[config.mk]
export PLATFORM = sky130hd
export DESIGN_NAME = display_digit_scanner
export DESIGN_NICKNAME = d
export VERILOG_FILES = /design/src/rtl/display_digit_scanner.sv
export SDC_FILE = /design/constraint.sdc
export NUM_CORES = 1
export LEC_CHECK = 0
export CORE_MARGIN = 3
export CORE_UTILIZATION = 58
export CTS_BUF_LIST = sky130_fd_sc_hd__clkbuf_8
export DETAILED_ROUTE_END_ITERATION = 10
export PLACE_DENSITY = 0.93
export SETUP_SLACK_MARGIN = 0.2
export SYNTH_ARGS = -nofsm -noshare
export SYNTH_HDL_FRONTEND = slang
export SYNTH_SLANG_ARGS = --single-unit
[constraint.sdc]
create_clock -name clk -period 6.9 [get_ports clk]
set_input_delay 1.035 -clock clk [delete_from_list [all_inputs] [get_ports clk]]
set_output_delay 1.035 -clock clk [all_outputs]
set_load 0.03 [all_outputs]
[src/rtl/display_digit_scanner.sv]
// Time-multiplexed 7-segment digit scanner with anti-ghost blanking, leading-zero
// suppression and a frame-synchronous shadow register for tear-free value updates.
//
//   state    | meaning
//   ---------+-----------------------------------------------------------
//   ST_BLANK | first BLANK_CYCLES of a digit slot, all anodes inactive
//   ST_DRIVE | rest of the slot, current digit's anode may be active
module display_digit_scanner #(
    parameter int NUM_DIGITS    = 4,
    parameter int CLK_FREQ_HZ   = 100_000_000,
    parameter int REFRESH_HZ    = 4000,
    parameter int BLANK_CYCLES  = 64,
    parameter int ANODE_ACT_LOW = 1
) (
    input  logic                    clk,
    input  logic                    rst,
    input  logic [4*NUM_DIGITS-1:0] value_in,
    input  logic                    value_load,
    input  logic [NUM_DIGITS-1:0]   digit_en,
    input  logic                    lz_suppress,
    output logic [3:0]              hex_nibble,
    output logic [NUM_DIGITS-1:0]   anode,
    output logic                    frame_start
);

    localparam int SLOT_CYCLES = CLK_FREQ_HZ / REFRESH_HZ;
    localparam int TW = (SLOT_CYCLES > 1) ? $clog2(SLOT_CYCLES) : 1;
    localparam int IW = (NUM_DIGITS > 1) ? $clog2(NUM_DIGITS) : 1;
    localparam logic [TW-1:0] SLOT_LAST  = TW'(SLOT_CYCLES - 1);
    localparam logic [TW-1:0] BLANK_T    = TW'(BLANK_CYCLES);
    localparam logic [IW-1:0] LAST_DIGIT = IW'(NUM_DIGITS - 1);
    localparam logic [NUM_DIGITS-1:0] ANODE_OFF = {NUM_DIGITS{ANODE_ACT_LOW != 0}};

    if (SLOT_CYCLES <= BLANK_CYCLES || NUM_DIGITS < 2) begin : g_param_check
        $error("display_digit_scanner: need SLOT_CYCLES > BLANK_CYCLES and NUM_DIGITS >= 2");
    end

    typedef enum logic {ST_BLANK, ST_DRIVE} state_t;

    state_t                  state, state_nxt;
    logic [TW-1:0]           tick_cnt, tick_nxt;
    logic [IW-1:0]           digit_idx, idx_nxt;
    logic [4*NUM_DIGITS-1:0] shadow, shadow_nxt;
    logic [4*NUM_DIGITS-1:0] disp, disp_nxt;
    logic                    pending, pending_nxt;
    logic [3:0]              hex_nxt;
    logic [NUM_DIGITS-1:0]   anode_nxt;
    logic                    slot_end, wrap;
    logic                    upper_zero, lz_hit;

    always_ff @(posedge clk) begin
        if (rst) begin
            state       <= ST_BLANK;
            tick_cnt    <= '0;
            digit_idx   <= '0;
            shadow      <= '0;
            disp        <= '0;
            pending     <= 1'b0;
            hex_nibble  <= 4'h0;
            anode       <= ANODE_OFF;
            frame_start <= 1'b0;
        end else begin
            state       <= state_nxt;
            tick_cnt    <= tick_nxt;
            digit_idx   <= idx_nxt;
            shadow      <= shadow_nxt;
            disp        <= disp_nxt;
            pending     <= pending_nxt;
            hex_nibble  <= hex_nxt;
            anode       <= anode_nxt;
            frame_start <= wrap;
        end
    end

    always_comb begin
        slot_end = (tick_cnt == SLOT_LAST);
        wrap     = slot_end && (digit_idx == LAST_DIGIT);
        tick_nxt = slot_end ? '0 : tick_cnt + 1'b1;
        idx_nxt  = digit_idx;
        if (slot_end) begin
            idx_nxt = (digit_idx == LAST_DIGIT) ? '0 : digit_idx + 1'b1;
        end
        // State tracks the tick count it will be paired with next cycle.
        state_nxt = (tick_nxt < BLANK_T) ? ST_BLANK : ST_DRIVE;

        shadow_nxt  = shadow;
        disp_nxt    = disp;
        pending_nxt = pending;
        if (value_load) begin
            shadow_nxt = value_in;
            if (wrap) begin
                disp_nxt    = value_in;
                pending_nxt = 1'b0;
            end else begin
                pending_nxt = 1'b1;
            end
        end else if (wrap && pending) begin
            disp_nxt    = shadow;
            pending_nxt = 1'b0;
        end
    end

    // Digit i is a leading zero when nibbles i..top are all zero; digit 0 never is.
    always_comb begin
        upper_zero = 1'b1;
        lz_hit     = 1'b0;
        for (int i = NUM_DIGITS - 1; i >= 1; i--) begin
            upper_zero = upper_zero && (disp[4*i +: 4] == 4'h0);
            if (digit_idx == IW'(i)) begin
                lz_hit = upper_zero;
            end
        end
    end

    always_comb begin
        hex_nxt   = disp[4*digit_idx +: 4];
        anode_nxt = ANODE_OFF;
        if (state == ST_DRIVE && digit_en[digit_idx] && !(lz_suppress && lz_hit)) begin
            anode_nxt[digit_idx] = ~ANODE_OFF[digit_idx];
        end
    end

endmodule
After elaboration in Yosys (flattened, before gate mapping). Index checks and enable logic that the tools add are counted.

$add $sub $neg: 2. $mul: 0. Divide/modulo/power cells: 0. Order comparisons: 3. Equality and inequality tests: 5. Shifts and indexed selects: 1. Multiplexer cells: 18. Bitwise logic cells: 4. Reduce and logical (&&, ||, !) cells: 15.

Operators by type and width (count): 16-bit two-way mux (3); 16-bit by 5-bit variable part select with 4-bit output (1); 15-bit by 1-bit adder with 15-bit output, second input constant (1); 15-bit == test, second input constant (1); 15-bit by 7-bit less-than comparator with 1-bit output, second input constant (1); 15-bit two-way mux (1); 4-bit logical NOT (3); 1-bit two-way mux (10); 1-bit logical AND (8); 1-bit binary-select mux with 2-bit select (2); 2-bit == test, second input constant (2); 4-bit inverter (1); 4-bit OR (1); 2-bit by 3-bit less-than comparator with 1-bit output, second input constant (1); 2-bit by 1-bit adder with 2-bit output, second input constant (1); 1-bit demux with 2-bit select (1); 2-bit by 1-bit == test with 1-bit output, second input constant (1); 2-bit by 1-bit greater-or-equal comparator with 1-bit output, second input constant (1); 2-bit two-way mux (1); 2-bit by 1-bit inequality test with 1-bit output, second input constant (1); 1-bit inverter (2); 2-bit AND reduction (1); 2-bit nonzero test (1); 2-bit OR reduction (1); 1-bit logical NOT (1).

Register bits after elaboration: 60. Bits in latches: 0. RAM bits: 0. Bits in read-only memories: 0. Bits of input ports: 24. Output and inout bits: 9. Word-level logic and storage cells: 57. Memories kept: 0.

Depth between registers and ports, before layout.
Word-level depth: 9. Gate-level depth with buffers: 8.

Least setup slack after synthesis. OpenSTA, ideal clock, no wires.

Path type: register -> register. From: register tick_cnt[6]. To: register disp[7]. Library setup time: 0.079 ns. Data arrival time: 2.171 ns. Required time: 6.821 ns. Path slack: 4.650 ns. Stages on the path, launching flop included: 8. Buffers on the path: 2. Period minus slack after synthesis: 2.250 ns. Path through: dfxtp_1 or4_1 or4_4 buf_6 nor3_4 buf_6 nor2_2 a211oi_2.

Cells in the longest elaborated chain, start to end: 5. Elaborated cells on any way between the ends: 6.

Ends and longest elaborated chain: start, declared (line 41) `logic [TW-1:0] tick_cnt, tick_nxt;`; start signal, assigned (line 64) `tick_cnt <= tick_nxt;`; 15-bit == test * (line 76) `slot_end = (tick_cnt == SLOT_LAST);`; 1-bit logical AND * (line 77) `wrap = slot_end && (digit_idx == LAST_DIGIT);`; 1-bit logical AND (line 97) `end else if (wrap && pending) begin`; 2-bit nonzero test (no source line); 2-bit AND reduction (no source line) *; end signal, assigned (line 67) `disp <= disp_nxt;`; end, declared (line 44) `logic [4*NUM_DIGITS-1:0] disp, disp_nxt;`.

Every way passes the cells marked *; elsewhere a longest branch is shown, timed or not. A chain may end at the register's enable or synchronous reset.

Final worst setup path.
From: input port value_load. To: register disp[12].

Cells in the longest elaborated chain, start to end: 2. Elaborated cells on any way between the ends: 4.

Ends and longest elaborated chain: start, declared (line 18) `input logic value_load,`; 2-bit by 1-bit inequality test with 1-bit output (no source line) / 2-bit nonzero test (equally long branches); 2-bit AND reduction (no source line).

Several ways; a longest one is shown, not always the timed one.

==> flow_summary.yaml <==
hold_path:
  min-delay-path-class: "register to register"
grt:
  grtUsageTotal_pct: 22.3
  grt_pass1_vias: 1866
  grt_max_degree: 49
  grt_pass1_wl_mm: 8.78
  antenna_found_initial: 0
  overflow: 0
clock_network:
  cts-root-buf: "clkbuf_8"
  cts_setup_buffers: 0
  clock_latency_ns: 0.34
  clockBufferDepth: 2
  clock_sinks: 60
  htree_levels: 3
  post_cts_resized: 0
  tritoncts: "built"
  cts_buffers: 9
  cts_hold_buffers: 0
  path_clk_slew_ns: 0.07
synthesis:
  yosysSeqAreaShare_pct: 46.2
  yosysWarnings: 0
  ys_seq_elements: 60
  syn_nets: 281
  netlist_area_sq_um: 2600
  synth.distinct_cells: 38
  syn_area_per_cell_sq_um: 10.3
  synthCells: 252
layout:
  most-common-layout-cells: "60 x dfxtp_1, 49 x nor2_1, 31 x clkdlybuf4s50_1, 20 x mux2i_1, 14 x a211oi_2"
  area_growth_syn_to_layout_pct: 18.0
  fin_nets: 310
  drive_gt1_share_pct: 16.4
  n_antenna_cell: 0
  fin_util_pct: 73.6
  final_common_cell: "dfxtp_1"
  post-route-cell-area_sq_um: 3070
  fillers: 263
place:
  gp_congestion: 0.867
  place_area_sq_um: 2860
  dp_hpwl_mm: 3.36
  io_buffers: 32
job:
  cap_viol_max_count: 0
die:
  num_rows: 23
  dieWidth_um: 73.0
  ios: 33
  die_area_sq_um: 5320
  core_region_area_sq_um: 4170
  dieHeight_um: 73.0
  start_util_pct: 62.3
sta:
  clock.fmax_mhz: 317
  fin_crit_ns: 3.16
  finalMaxSlewViolations: 0
  setup_viol: 0
  finClkSkew_ns: 0.00829
  setup-tns-final_ns: 0
  fin_crit_sh_pct: 45.8
  hold_viol_final: 0
  worst_pin_slew_ns: 0.990
  grt_setup_unrepaired: "no"
  slew_headroom_pct: 34.0
detailed_routing:
  wl_mm: 5.19
  drt_pass1_iterations: 5
  drt_iter0_markers: 158
  antenna_left: 0
  wire_per_inst_um: 15.4
  vias: 1895
  drc: 0
  via_per_inst: 5.64
worst_setup_path:
  crit_buf_inv: 2
  cp.arrival_ns: 3.38
  worstPathRequired_ns: 7.12
  cp_slowest_cell: "clkdlybuf4s50_1"
  end_kind: "register"
  crit_chain: "clkdlybuf4s50_1 -> nor2_1 -> nor3_4 -> buf_4 -> nor2_1 -> a211oi_1"
  cp_top_family: "buffers and inverters"
  max_stage_delay_ns: 1.11
  cp_max_fo: 32
  cp-start-kind: "primary input"
  crit_top_cell: "nor2_1"
  path_class: "primary input to register"
pwr:
  power_density_nw_per_um2: 234
  ir_drop_mv: 0.195
  p_leak_nw: 1.10
status:
  outcome: "finished clean"
## flip-flops by register name, summed over array words and instances (netlist names)
| signal | count |
|---|---|
| disp | 16 |
| shadow | 16 |
| tick_cnt | 15 |
| anode | 4 |
| hex_nibble | 4 |
| digit_idx | 2 |
| frame_start | 1 |
| pending | 1 |
| state | 1 |
## worst paths after layout
path / slack, ns / cells past startpoint / start / to
worst max-delay path: 3.74 / 6 / value_load / disp[12]$_SDFFE_PP0P_
worst min-delay path: 0.50 / 2 / shadow[11]$_SDFFE_PP0P_ / shadow[11]$_SDFFE_PP0P_
worst min register to register: 0.50 / 2 / shadow[11]$_SDFFE_PP0P_ / shadow[11]$_SDFFE_PP0P_
worst max register to register: 4.26 / 6 / tick_cnt[6]$_SDFF_PP0_ / disp[12]$_SDFFE_PP0P_
## where the power goes
| part | internal [mW] | switching, mW | total [mW] |
|---|---|---|---|
| combinational | 0.0193 | 0.0192 | 0.0385 |
| sequential | 0.354 | 0.00332 | 0.357 |
| clock | 0.186 | 0.136 | 0.322 |
| total | 0.559 | 0.159 | 0.718 |
## logic make-up (layout without fill, tap and decap cells)
logic type / Yosys count / count (layout) / synth area share, %
compound gates: 27 / 27 / 10.2
buf+inv: 20 / 54 / 5.63
flops: 60 / 60 / 46.2
simple gates: 102 / 102 / 19.1
fa+ha+maj: 5 / 5 / 2.41
xor+xnor: 13 / 13 / 4.38
mux: 25 / 25 / 12.0
## through the flow
step / hold slack, ns / power [mW] / std cells / worst slack [ns]
3_5_place_dp: 0.477 / 0.403 / 320 / 3.54
5_1_grt: 0.540 / 0.741 / 336 / 3.65
4_1_cts: 0.499 / 0.723 / 336 / 3.73
3_3_place_gp: 0.457 / 0.401 / 320 / 3.68
6_report: 0.498 / 0.718 / 336 / 3.74
2_1_floorplan: 0.441 / 0.387 / 252 / 4.65
## layout make-up
| type | instances | area (sq um) | area share [%] |
|---|---|---|---|
| Multi-Input combinational cell | 172 | 1250 | 40.8 |
| Sequential cell | 60 | 1200 | 39.1 |
| Timing Repair Buffer | 33 | 323 | 10.5 |
| Clock buffer | 11 | 151 | 4.93 |
| Tap cell | 50 | 62.6 | 2.04 |
| Clock inverter | 5 | 60.1 | 1.96 |
| Inverter | 5 | 18.8 | 0.611 |
## metal layers
layer,up-vias,track usage [%],routed length [um]
li1,939,-,-
met1,868,26.0,2200
met4,0,15.4,218
met2,69,35.8,2480
met3,19,5.37,283
met5,-,0,0
## worst register-to-register path: stages, from the launching register on
cell	delay, ns
dfxtp_1	0.38
or4_1	0.56
or4_4	0.59
nor3_4	0.17
buf_4	0.40
nor2_1	0.12
a211oi_1	0.30
## cells in the mapped netlist (all sizes together)
master | count | area [sq um]
nor4 | 7 | 43.8
nand2 | 9 | 33.8
nand3 | 9 | 45.0
or4 | 3 | 26.3
a21oi | 1 | 5.00
xnor2 | 9 | 78.8
a211oi | 17 | 198
mux4 | 5 | 113
mux2i | 20 | 200
clkbuf | 8 | 60.1
nor3 | 7 | 46.3
xor2 | 4 | 35.0
dfxtp | 60 | 1200
o311a | 1 | 10.0
or3 | 2 | 13.8
and3 | 2 | 13.8
or2b | 1 | 8.76
nand3b | 1 | 7.51
inv | 5 | 18.8
ha | 5 | 62.6
a31oi | 1 | 6.26
buf | 7 | 67.6
a21bo | 1 | 10.0
o21ai | 4 | 20.0
a311oi | 2 | 17.5
nor2b | 5 | 31.3
nand4 | 2 | 12.5
and2 | 1 | 6.26
nor2 | 53 | 209
No activity file was read; power rests on OpenSTA's default activity.
